File: src/rtl/clk_divider_prog.sv
// Programmable integer clock divider with glitch-free ratio reload and a retimed data bit.
// clk_out/tick rise one clk_in edge after a period start; loads are accepted every cycle (no backpressure).
module clk_divider_prog #(
  parameter int CNT_W       = 8,
  parameter int DEFAULT_DIV = 2
) (
  input  logic             clk_in,
  input  logic             rst,
  input  logic             en,
  input  logic [CNT_W-1:0] div_val,
  input  logic             div_load,
  input  logic             a,
  output logic             clk_out,
  output logic             tick,
  output logic             b,
  output logic             div_pend,
  output logic             div_err
);

  typedef enum logic {IDLE, RUN} state_t;

  state_t           state;
  logic [CNT_W-1:0] ratio;
  logic [CNT_W-1:0] pend_val;
  logic [CNT_W-1:0] cnt;

  logic             boundary;
  logic             start;
  logic             load_ok;
  logic             load_bad;
  logic [CNT_W:0]   cnt_inc;
  logic [CNT_W:0]   half;

  assign boundary = (cnt == ratio - CNT_W'(1));
  assign start    = en && ((state == IDLE) || boundary);
  assign cnt_inc  = {1'b0, cnt} + (CNT_W+1)'(1);
  // High phase is ceil(N/2), so odd ratios spend the extra cycle high.
  assign half     = ({1'b0, ratio} + (CNT_W+1)'(1)) >> 1;
  assign load_ok  = div_load && (div_val >= CNT_W'(2));
  assign load_bad = div_load && !load_ok;

  always_ff @(posedge clk_in or posedge rst) begin
    if (rst) begin
      state    <= IDLE;
      cnt      <= '0;
      ratio    <= CNT_W'(DEFAULT_DIV);
      pend_val <= '0;
      div_pend <= 1'b0;
      clk_out  <= 1'b0;
      tick     <= 1'b0;
      b        <= 1'b0;
      div_err  <= 1'b0;
    end else begin
      tick    <= 1'b0;
      div_err <= load_bad;

      if (start) begin
        state   <= RUN;
        cnt     <= '0;
        clk_out <= 1'b1;
        tick    <= 1'b1;
        b       <= a;
        if (div_pend) begin
          ratio    <= pend_val;
          div_pend <= 1'b0;
        end
      end else if (state == RUN) begin
        if (boundary) begin
          state   <= IDLE;
          cnt     <= '0;
          clk_out <= 1'b0;
        end else begin
          cnt     <= cnt_inc[CNT_W-1:0];
          clk_out <= (cnt_inc < half);
        end
      end

      // Placed after the start logic so a load on a start edge stays pending for the next boundary.
      if (load_ok) begin
        pend_val <= div_val;
        div_pend <= 1'b1;
      end
    end
  end

endmodule

File: config.mk
export PLATFORM = sky130hd
export DESIGN_NAME = clk_divider_prog
export DESIGN_NICKNAME = d
export VERILOG_FILES = /design/src/rtl/clk_divider_prog.sv
export SDC_FILE = /design/constraint.sdc
export NUM_CORES = 1
export LEC_CHECK = 0
export BUFFER_PORTS_ARGS = -buffer_cell sky130_fd_sc_hd__buf_2
export CAP_MARGIN = 20
export CELL_PAD_IN_SITES_DETAIL_PLACEMENT = 0
export CELL_PAD_IN_SITES_GLOBAL_PLACEMENT = 1
export CORE_UTILIZATION = 25
export DETAILED_ROUTE_END_ITERATION = 12
export GPL_TIMING_DRIVEN = 0
export PLACE_DENSITY_LB_ADDON = 0.1
export SLEW_MARGIN = 20
export SYNTH_ARGS = -nofsm -noshare
export SYNTH_HDL_FRONTEND = slang
export SYNTH_SLANG_ARGS = --single-unit
File: constraint.sdc
create_clock -name clk_in -period 3.2 [get_ports clk_in]
set_input_delay 0.64 -clock clk_in [delete_from_list [all_inputs] [get_ports clk_in]]
set_output_delay 0.64 -clock clk_in [all_outputs]
set_load 0.1 [all_outputs]
==> results.json, run 1 <==
{
  "antenna_found_initial": 0,
  "place_hpwl_um": 2970,
  "final_hold_viol_count": 0,
  "routabilityCongestion": 0.734,
  "max_freq_mhz": 350,
  "worstSetupPathType": "reg -> reg",
  "numCtsBuffers": 5,
  "synth_cells": 175,
  "tns_ps": 0,
  "holdBufCountCts": 0,
  "ys.warnings.count": 0,
  "drt_pass1_iterations": 4,
  "power_per_cell_area_nw_per_um2": 970,
  "post-route-period-util_pct": 89.4,
  "syn_area_um2": 1780,
  "rsz0062_at_grt": "no",
  "slew_headroom_pct": 56.5,
  "crit_path_max_fanout": 6,
  "io_buffers": 16,
  "cp-end-kind": "flip-flop",
  "synth_cell_type_count": 39,
  "synthToLayoutAreaGrowth_pct": 16.4,
  "grt_pass1_wl_um": 7170,
  "synth_seq_area_share_pct": 42.2,
  "diode_insertion_count_for_antenna_repair": 0,
  "grt_start_max_net_pins": 31,
  "tritoncts": "yes",
  "clk_transition_reported_paths_ps": 70,
  "biggestRegsByFlops": "cnt x8, pend_val x8, ratio x8",
  "cts-htree-levels": 2,
  "finalCriticalPeriod_ps": 2860,
  "layout.cells.most_common_list": "nand2_1 (34), dfrtp_1 (29), buf_2 (18)",
  "drc": 0,
  "cts.repair_timing.setup_buffer_count": 0,
  "fp-row-count": 30,
  "final-max-slew-violation-count": 0,
  "finalSetupViolCount": 0,
  "number_of_cells_upsized_or_downsized_after_cts": 0,
  "worstHoldPathType": "in -> async",
  "power_leakage_nw": 0.977,
  "number_of_enable_flip_flop_cells_after_synthesis": 0,
  "grtUsageTotal_pct": 12.8,
  "synth-async-reset-ratio_pct": 100,
  "floorplan.die.width_um": 86.4,
  "crit_required_ps": 3370,
  "status": "finished clean",
  "number_of_buffers_on_the_longest_clock_path": 2,
  "timing_worst_slew_pin_value_ps": 652,
  "start_util_pct": 26.1,
  "finalNetCount": 221,
  "clock_sinks": 30,
  "layout-drive-gt1-share_pct": 24.1,
  "final_antenna_net_count": 0,
  "coreArea_um2": 6830,
  "via_count": 1331,
  "avgRoutedWirePerCell_um": 13.7,
  "cts-root-buf": "clkbuf_8",
  "ios": 18,
  "die_area_um2": 7460,
  "peakVddDrop_mv": 0.451,
  "nets_in_the_synthesized_netlist": 198,
  "grt-ovfl-total": 0,
  "finalCoreUtilization_pct": 30.3,
  "ys.flop_type": "dfrtp_1",
  "route.final.wire_length_um": 4050,
  "worstPathArrival_ps": 3030,
  "route.detailed.vias_per_inst": 4.51,
  "grt_pass1_vias": 1438,
  "die_height_um": 86.4,
  "final.setup_skew_ps": 5.41,
  "maxCapViolCount": 0,
  "syn_avg_cell_area_um2": 10.2,
  "setup.worst_path.start_class": "flip-flop",
  "layout_commonest_cell": "nand2_1",
  "clock_insertion_delay_at_the_later_pin_of_the_skew_report_ps": 280,
  "detail_route.iter0.violations": 58,
  "synth_seq_cells": 30
}
==> path summary, 6_finish.rpt <==
kind,slack [ps],startpoint,depth (start not counted),end
worst max-delay path,340,ratio[0],8,b
worst min-delay path,440,rst,2,tick
worst max register to register,340,ratio[0],8,b
worst min register to register,480,pend_val[5],2,pend_val[5]
max in group asynchronous,2330,rst,2,ratio[2]
min in group clk_in,480,pend_val[5],2,pend_val[5]
==> area by class of cell <==
cell class	count	area, um2
buffer	8	47.5
clock buffer	7	86.3
clock inverter	1	5.00
fill	749	4760
inverter	6	22.5
multi-input combinational	131	958
sequential	30	752
tap	96	120
timing repair buffer	16	80.1
==> cell usage after synthesis, drive strengths merged (4+ instances only) <==
cell     n  share of area, %
nand2   34               7.2
dfrtp   29                41
xor2    12               5.9
ha      10               7.0
xnor2   10               4.9
a22o     8               4.2
mux2     8               6.1
nand3    8               2.2
nor2     7               2.5
inv      6               1.3
buf      4               1.8
clkbuf   4              0.84
nor3     4               1.1
==> cells by family (layout without fill, tap and decap cells) <==
family | count (synthesis) | count (layout) | synth area share, %
AO/OA/AOI/OAI | 26 | 26 | 11.9
XOR/XNOR | 22 | 22 | 10.8
adder cells (fa/ha/maj) | 10 | 10 | 7.03
buffers and inverters | 14 | 38 | 3.93
flip-flops | 30 | 30 | 42.2
multiplexers | 8 | 8 | 6.11
AND/OR/NAND/NOR | 65 | 65 | 18.0
==> layer usage <==
| layer | GRT usage [%] | vias to the layer above | wire [um] |
|---|---|---|---|
| met4 | 4.55 | 0 | 65 |
| met2 | 20.9 | 25 | 1860 |
| met5 | 0 | - | 0 |
| met3 | 3.14 | 6 | 124 |
| li1 | - | 664 | - |
| met1 | 16.3 | 636 | 1990 |
==> per-stage QoR <==
stage / power, W / hold WS, ps / setup slack [ps] / cell area (um2) / cells
after floorplan: 0.00147 / 446 / 621 / 1780 / 175
after CTS: 0.00204 / 470 / 280 / 2070 / 295
after global placement: 0.00169 / 469 / 389 / 1980 / 287
after detailed placement: 0.00170 / 467 / 309 / 1980 / 287
final: 0.00201 / 441 / 340 / 2070 / 295
after global routing: 0.00221 / 497 / 12.2 / 2070 / 295
==> critical path, stage by stage, from the launching register on <==
cell	delay (ps)
dfrtp_1	450
inv_1	140
ha_1	240
or3b_4	410
o31ai_1	210
nand4_1	160
nor4_1	590
o21ai_2	230
mux2_2	320
==> where the power goes <==
group | internal [W] | switching, W | leakage (nW)
Combinational | 0.000474 | 0.000594 | 0.566
Sequential | 0.000500 | 0.000114 | 0.363
Clock | 0.000174 | 0.000155 | 0.0482
Power figures use the tool's default switching activity.
==> run 2, diff against run 1 <==
--- a/config.mk
+++ b/config.mk
@@ -9,10 +9,11 @@
 export CAP_MARGIN = 20
 export CELL_PAD_IN_SITES_DETAIL_PLACEMENT = 0
 export CELL_PAD_IN_SITES_GLOBAL_PLACEMENT = 1
-export CORE_UTILIZATION = 25
+export CORE_UTILIZATION = 46
+export CTS_CLUSTER_SIZE = 24
 export DETAILED_ROUTE_END_ITERATION = 12
 export GPL_TIMING_DRIVEN = 0
-export PLACE_DENSITY_LB_ADDON = 0.1
+export PLACE_DENSITY_LB_ADDON = 0.12
 export SLEW_MARGIN = 20
 export SYNTH_ARGS = -nofsm -noshare
 export SYNTH_HDL_FRONTEND = slang
==> run 2 against run 1 <==
  * Clock-buffer cell count fell by 1
  * Sequential power hardly changed
  * Power is 0.41% lower
  * Worst hold slack worse by 25 ps
  * Clock power hardly changed
  * Critical path depth stayed put
  * Largest cell class unchanged
  * Final cell count shrank 16%
  * Highest routed layer unchanged
  * Global-route usage grew 8.3 points
  * Sequential share of layout area rose by 1.0 points
  * Maximum frequency decreased by 1.1%
  * Via count is 0.68% higher
==> results.json, run 2 (synthesis gave the netlist of run 1 again) <==
{
  "drc": 0,
  "coreArea_um2": 3690,
  "detail_route.iter0.violations": 63,
  "global_route.usage.met2_pct": 33.0,
  "internal_power_w": 0.00115,
  "power_frac_comb_pct": 52.9,
  "fp-row-count": 22,
  "status": "finished clean",
  "grt-ovfl-total": 0,
  "number_of_buffers_on_the_longest_clock_path": 2,
  "via_count": 1340,
  "most_heavily_used_metal_layer_in_global_routing": "met2",
  "routabilityCongestion": 0.782,
  "route.detailed.vias_per_inst": 5.43,
  "cts-htree-levels": 2,
  "number_of_cells_upsized_or_downsized_after_cts": 0,
  "clock_insertion_delay_at_the_later_pin_of_the_skew_report_ps": 290,
  "max_stage_delay_ps": 630,
  "post-route-period-util_pct": 90.3,
  "power_leakage_nw": 0.976,
  "power_per_cell_area_nw_per_um2": 993,
  "clock_sinks": 30,
  "final-max-slew-violation-count": 0,
  "crit_path_max_fanout": 6,
  "biggestRegsByFlops": "cnt x8, pend_val x8, ratio x8",
  "layout-drive-gt1-share_pct": 24.6,
  "start_util_pct": 48.3,
  "floorplan.die.width_um": 64.2,
  "die_area_um2": 4120,
  "timing.critical_path.cells": "inv_1 > ha_1 > or3b_4 > o31ai_1 > nand4_1 > nor4_1 > o21ai_2 > mux2_2",
  "cp-end-kind": "flip-flop",
  "dp_slack_ps": 372,
  "max_freq_mhz": 346,
  "ios": 18,
  "crit_required_ps": 3380,
  "fillerInstances": 354,
  "grtUsageMet1_pct": 26.3,
  "grt_pass1_wl_um": 6300,
  "grt_start_max_net_pins": 31,
  "worstPathArrival_ps": 3070,
  "power.switching_fraction_pct": 42.6,
  "setup_ws_ps": 310,
  "finalCriticalPeriod_ps": 2890,
  "cts.repair_timing.setup_buffer_count": 0,
  "antenna_found_initial": 0,
  "tns_ps": 0,
  "layout_commonest_cell": "nand2_1",
  "p_seq_share_pct": 30.6,
  "peakVddDrop_mv": 0.402,
  "cts-root-buf": "clkbuf_8",
  "finalNetCount": 221,
  "clk_transition_reported_paths_ps": 70,
  "final_cell_count_no_fill": 247,
  "grt_pass1_vias": 1389,
  "numCtsBuffers": 5,
  "clkPwrFrac_pct": 16.4,
  "synthToLayoutAreaGrowth_pct": 13.2,
  "avgRoutedWirePerCell_um": 14.6,
  "worstSetupPathType": "reg -> reg",
  "critPathSlowestCell": "nor4_1",
  "route.final.wire_length_um": 3600,
  "finalSetupViolCount": 0,
  "placedCellCount": 239,
  "tritoncts": "yes",
  "met3_track_utilization_from_global_routing_pct": 5.89,
  "layout.cells.most_common_list": "nand2_1 (34), dfrtp_1 (29), buf_2 (18)",
  "final.setup_skew_ps": 8.60,
  "switching_power_w": 0.000853,
  "rsz0062_at_grt": "no",
  "final_antenna_net_count": 0,
  "final_hold_viol_count": 0,
  "place_hpwl_um": 2650,
  "diode_insertion_count_for_antenna_repair": 0,
  "slew_headroom_pct": 54.8,
  "drt_pass1_iterations": 4,
  "io_buffers": 16,
  "setup.worst_path.start_class": "flip-flop",
  "grtUsageTotal_pct": 21.0,
  "die_height_um": 64.2,
  "timing_worst_slew_pin_value_ps": 672,
  "maxCapViolCount": 0,
  "holdBufCountCts": 0,
  "worstHoldPathType": "in -> async"
}
-- run 2: cell count changes in the layout (fill, tap and decap cells not counted), sizes merged --
| cell | previous run | this run |
|---|---|---|
| clkbuf | 11 | 10 |
| clkinvlp | 0 | 1 |
-- run 2: power by group through the flow --
stage | registers, W | logic (W) | clock network [W]
6_report | 0.000613 | 0.00106 | 0.000329
5_1_grt | 0.000632 | 0.00118 | 0.000349
4_1_cts | 0.000615 | 0.00107 | 0.000342
3_5_place_dp | 0.000622 | 0.00106 | 0
3_3_place_gp | 0.000615 | 0.00104 | 0
2_1_floorplan | 0.000701 | 0.000773 | 0
-- run 2: layout make-up --
| class | instances | area, um2 | area share [%] |
|---|---|---|---|
| multi-input cells | 131 | 958 | 47.5 |
| flip-flops and latches | 30 | 752 | 37.3 |
| clock buffers | 6 | 82.6 | 4.10 |
| repair buffers | 16 | 80.1 | 3.97 |
| well taps | 48 | 60.1 | 2.98 |
| plain buffers | 8 | 47.5 | 2.36 |
| inverters | 6 | 22.5 | 1.12 |
| clock inverters | 2 | 12.5 | 0.621 |
-- run 2: path summary, 6_finish.rpt --
path | start | endpoint | slack (ps) | cells past startpoint
max reg2reg | ratio[0] | b | 310 | 8
min reg2reg | pend_val[4] | pend_val[4] | 480 | 2
min | rst | tick | 420 | 2
max | ratio[0] | b | 310 | 8
max in group asynchronous | rst | state | 2380 | 2
min in group clk_in | pend_val[4] | pend_val[4] | 480 | 2
-- run 2: metal layers --
layer	up-vias	wire length (um)
met3	4	150
met5	-	0
met2	27	1700
met4	0	44
met1	646	1700
li1	663	-
-- run 2: critical path, delay by kind of cell, from the launching register on --
kind	cells	cell delay [ps]
fa+ha+maj	1	230
flops	1	460
compound gates	2	460
buf+inv	1	130
mux	1	320
simple gates	3	1180
-- run 2: per-stage QoR --
stage | hold WS, ps | util, % | instance area, um2 | total power (W)
after floorplan | 446 | - | 1780 | 0.00147
after global placement | 468 | 52.1 | 1920 | 0.00165
after detailed placement | 469 | 52.1 | 1920 | 0.00168
after CTS | 440 | 54.6 | 2020 | 0.00203
after global routing | 470 | 54.6 | 2020 | 0.00217
final | 416 | 54.6 | 2020 | 0.00200
==> run 3, diff against run 2 <==
--- a/config.mk
+++ b/config.mk
@@ -5,13 +5,13 @@
 export SDC_FILE = /design/constraint.sdc
 export NUM_CORES = 1
 export LEC_CHECK = 0
-export BUFFER_PORTS_ARGS = -buffer_cell sky130_fd_sc_hd__buf_2
 export CAP_MARGIN = 20
 export CELL_PAD_IN_SITES_DETAIL_PLACEMENT = 0
 export CELL_PAD_IN_SITES_GLOBAL_PLACEMENT = 1
-export CORE_UTILIZATION = 46
+export CORE_UTILIZATION = 49
 export CTS_CLUSTER_SIZE = 24
 export DETAILED_ROUTE_END_ITERATION = 12
+export DONT_BUFFER_PORTS = 1
 export GPL_TIMING_DRIVEN = 0
 export PLACE_DENSITY_LB_ADDON = 0.12
 export SLEW_MARGIN = 20
==> run 3 against run 2 <==
  * Clock skew is 4.9 ps higher
  * Clock power decreased by 34%
  * Global-route usage decreased by 0.52 points
  * Via count is 5.7% lower
  * Critical path depth is the same
  * Largest power group unchanged
  * Highest routed layer unchanged
==> results.json, run 3 (synthesis gave the netlist of run 1 again) <==
{
  "clock_insertion_delay_at_the_later_pin_of_the_skew_report_ps": 340,
  "cp-end-kind": "flip-flop",
  "route.final.wire_length_um": 3540,
  "final.setup_skew_ps": 13.5,
  "die_height_um": 62.3,
  "cts-htree-levels": 2,
  "place_hpwl_um": 2650,
  "finalCriticalPeriod_ps": 2960,
  "grtUsageTotal_pct": 20.5,
  "final_hold_viol_count": 0,
  "postPlaceCellArea_um2": 1840,
  "layout.cells.most_common_list": "nand2_1 (34), dfrtp_1 (29), xor2_1 (12)",
  "number_of_cells_upsized_or_downsized_after_cts": 0,
  "worstHoldPathType": "in -> async",
  "slew_headroom_pct": 31.9,
  "grt_pass1_wl_um": 5990,
  "grt_pass1_vias": 1224,
  "drt_pass1_iterations": 4,
  "antenna_found_initial": 0,
  "peakVddDrop_mv": 0.647,
  "routabilityCongestion": 0.878,
  "fin_area_um2": 1890,
  "finalSetupViolCount": 0,
  "holdBufCountCts": 0,
  "worstPathArrival_ps": 3180,
  "numCtsBuffers": 5,
  "layout-drive-gt1-share_pct": 17.5,
  "clk_transition_reported_paths_ps": 100,
  "tns_ps": 0,
  "crit_required_ps": 3420,
  "finalNetCount": 205,
  "power_leakage_nw": 0.896,
  "rsz0062_at_grt": "no",
  "synthToLayoutAreaGrowth_pct": 6.11,
  "avgRoutedWirePerCell_um": 15.5,
  "die_area_um2": 3880,
  "ios": 18,
  "start_util_pct": 52.1,
  "coreArea_um2": 3420,
  "grt-ovfl-total": 0,
  "setup.worst_path.start_class": "flip-flop",
  "io_buffers": 0,
  "worstRegToRegCells": 8,
  "final-max-slew-violation-count": 0,
  "drc": 0,
  "rr_startpoint": "ratio[0]",
  "diode_insertion_count_for_antenna_repair": 0,
  "cts.repair_timing.setup_buffer_count": 0,
  "worstSetupPathType": "reg -> reg",
  "timing_worst_slew_pin_value_ps": 1020,
  "number_of_buffers_on_the_longest_clock_path": 2,
  "max_freq_mhz": 338,
  "cts-root-buf": "clkbuf_4",
  "post-route-period-util_pct": 92.5,
  "clock_sinks": 30,
  "r2r-end": "b",
  "layout_commonest_cell": "nand2_1",
  "crit_path_max_fanout": 6,
  "hold_ws_ps": 242,
  "detail_route.iter0.violations": 55,
  "via_count": 1264,
  "biggestRegsByFlops": "cnt x8, pend_val x8, ratio x8",
  "floorplan.die.width_um": 62.3,
  "fp-row-count": 21,
  "route.detailed.vias_per_inst": 5.52,
  "final_antenna_net_count": 0,
  "maxCapViolCount": 0,
  "reg2reg_slack_ps": 240,
  "tritoncts": "yes",
  "power_per_cell_area_nw_per_um2": 996,
  "grt_start_max_net_pins": 31,
  "status": "finished clean"
}
==> run 3: cell types whose count changed in the layout (fill, tap and decap cells not counted), sizes merged <==
cell / change
buf: -16
clkinv: +1
clkinvlp: -1
==> run 3: cell type report <==
class	instances	area (um2)
Tap cell	46	57.6
Fill cell	322	1530
Multi-Input combinational cell	131	958
Sequential cell	30	752
Inverter	6	22.5
Clock inverter	2	10.0
Buffer	8	47.5
Clock buffer	6	41.3
==> run 3: critical path: stages, from the launching register on <==
cell and delay [ps]:
dfrtp_1 460, inv_1 140, ha_1 240, or3b_4 410
o31ai_1 230, nand4_1 170, nor4_1 660, o21ai_2 230
mux2_2 310
==> run 3: through the flow <==
stage / cells / setup slack, ps / power (W) / utilization, %
finish: 229 / 239 / 0.00188 / 55.3
global route: 229 / 109 / 0.00205 / 55.3
CTS: 229 / 267 / 0.00189 / 55.3
detailed placement: 221 / 291 / 0.00166 / 53.8
global placement: 221 / 427 / 0.00163 / 53.8
floorplan: 175 / 621 / 0.00147 / -
==> run 3: report_power, final <==
group	internal [W]	total [W]	leakage (nW)	switching [W]
combinational	0.000461	0.000942	0.501	0.000481
clock	0.0000834	0.000218	0.0320	0.000135
sequential	0.000497	0.000722	0.363	0.000225
==> run 3: worst max-delay path by stage <==
stage             start        to  slack, ps  cells after the start
2_1_floorplan  ratio[0]  ratio[2]        620                      9
3_3_place_gp   ratio[0]         b        430                      8
3_5_place_dp   ratio[0]         b        290                      8
4_1_cts        ratio[0]         b        270                      8
5_1_grt        ratio[0]         b        110                      8
6_report       ratio[0]         b        240                      8
==> run 3: per-layer routing <==
metal  GRT usage (%)  vias to the layer above  part of all wire (%)
li1                -                      630                     -
met1            27.6                      604                    50
met2            31.0                       25                    45
met3            6.25                        5                   4.1
met4            7.85                        0                   1.4
met5               0                        -                     0
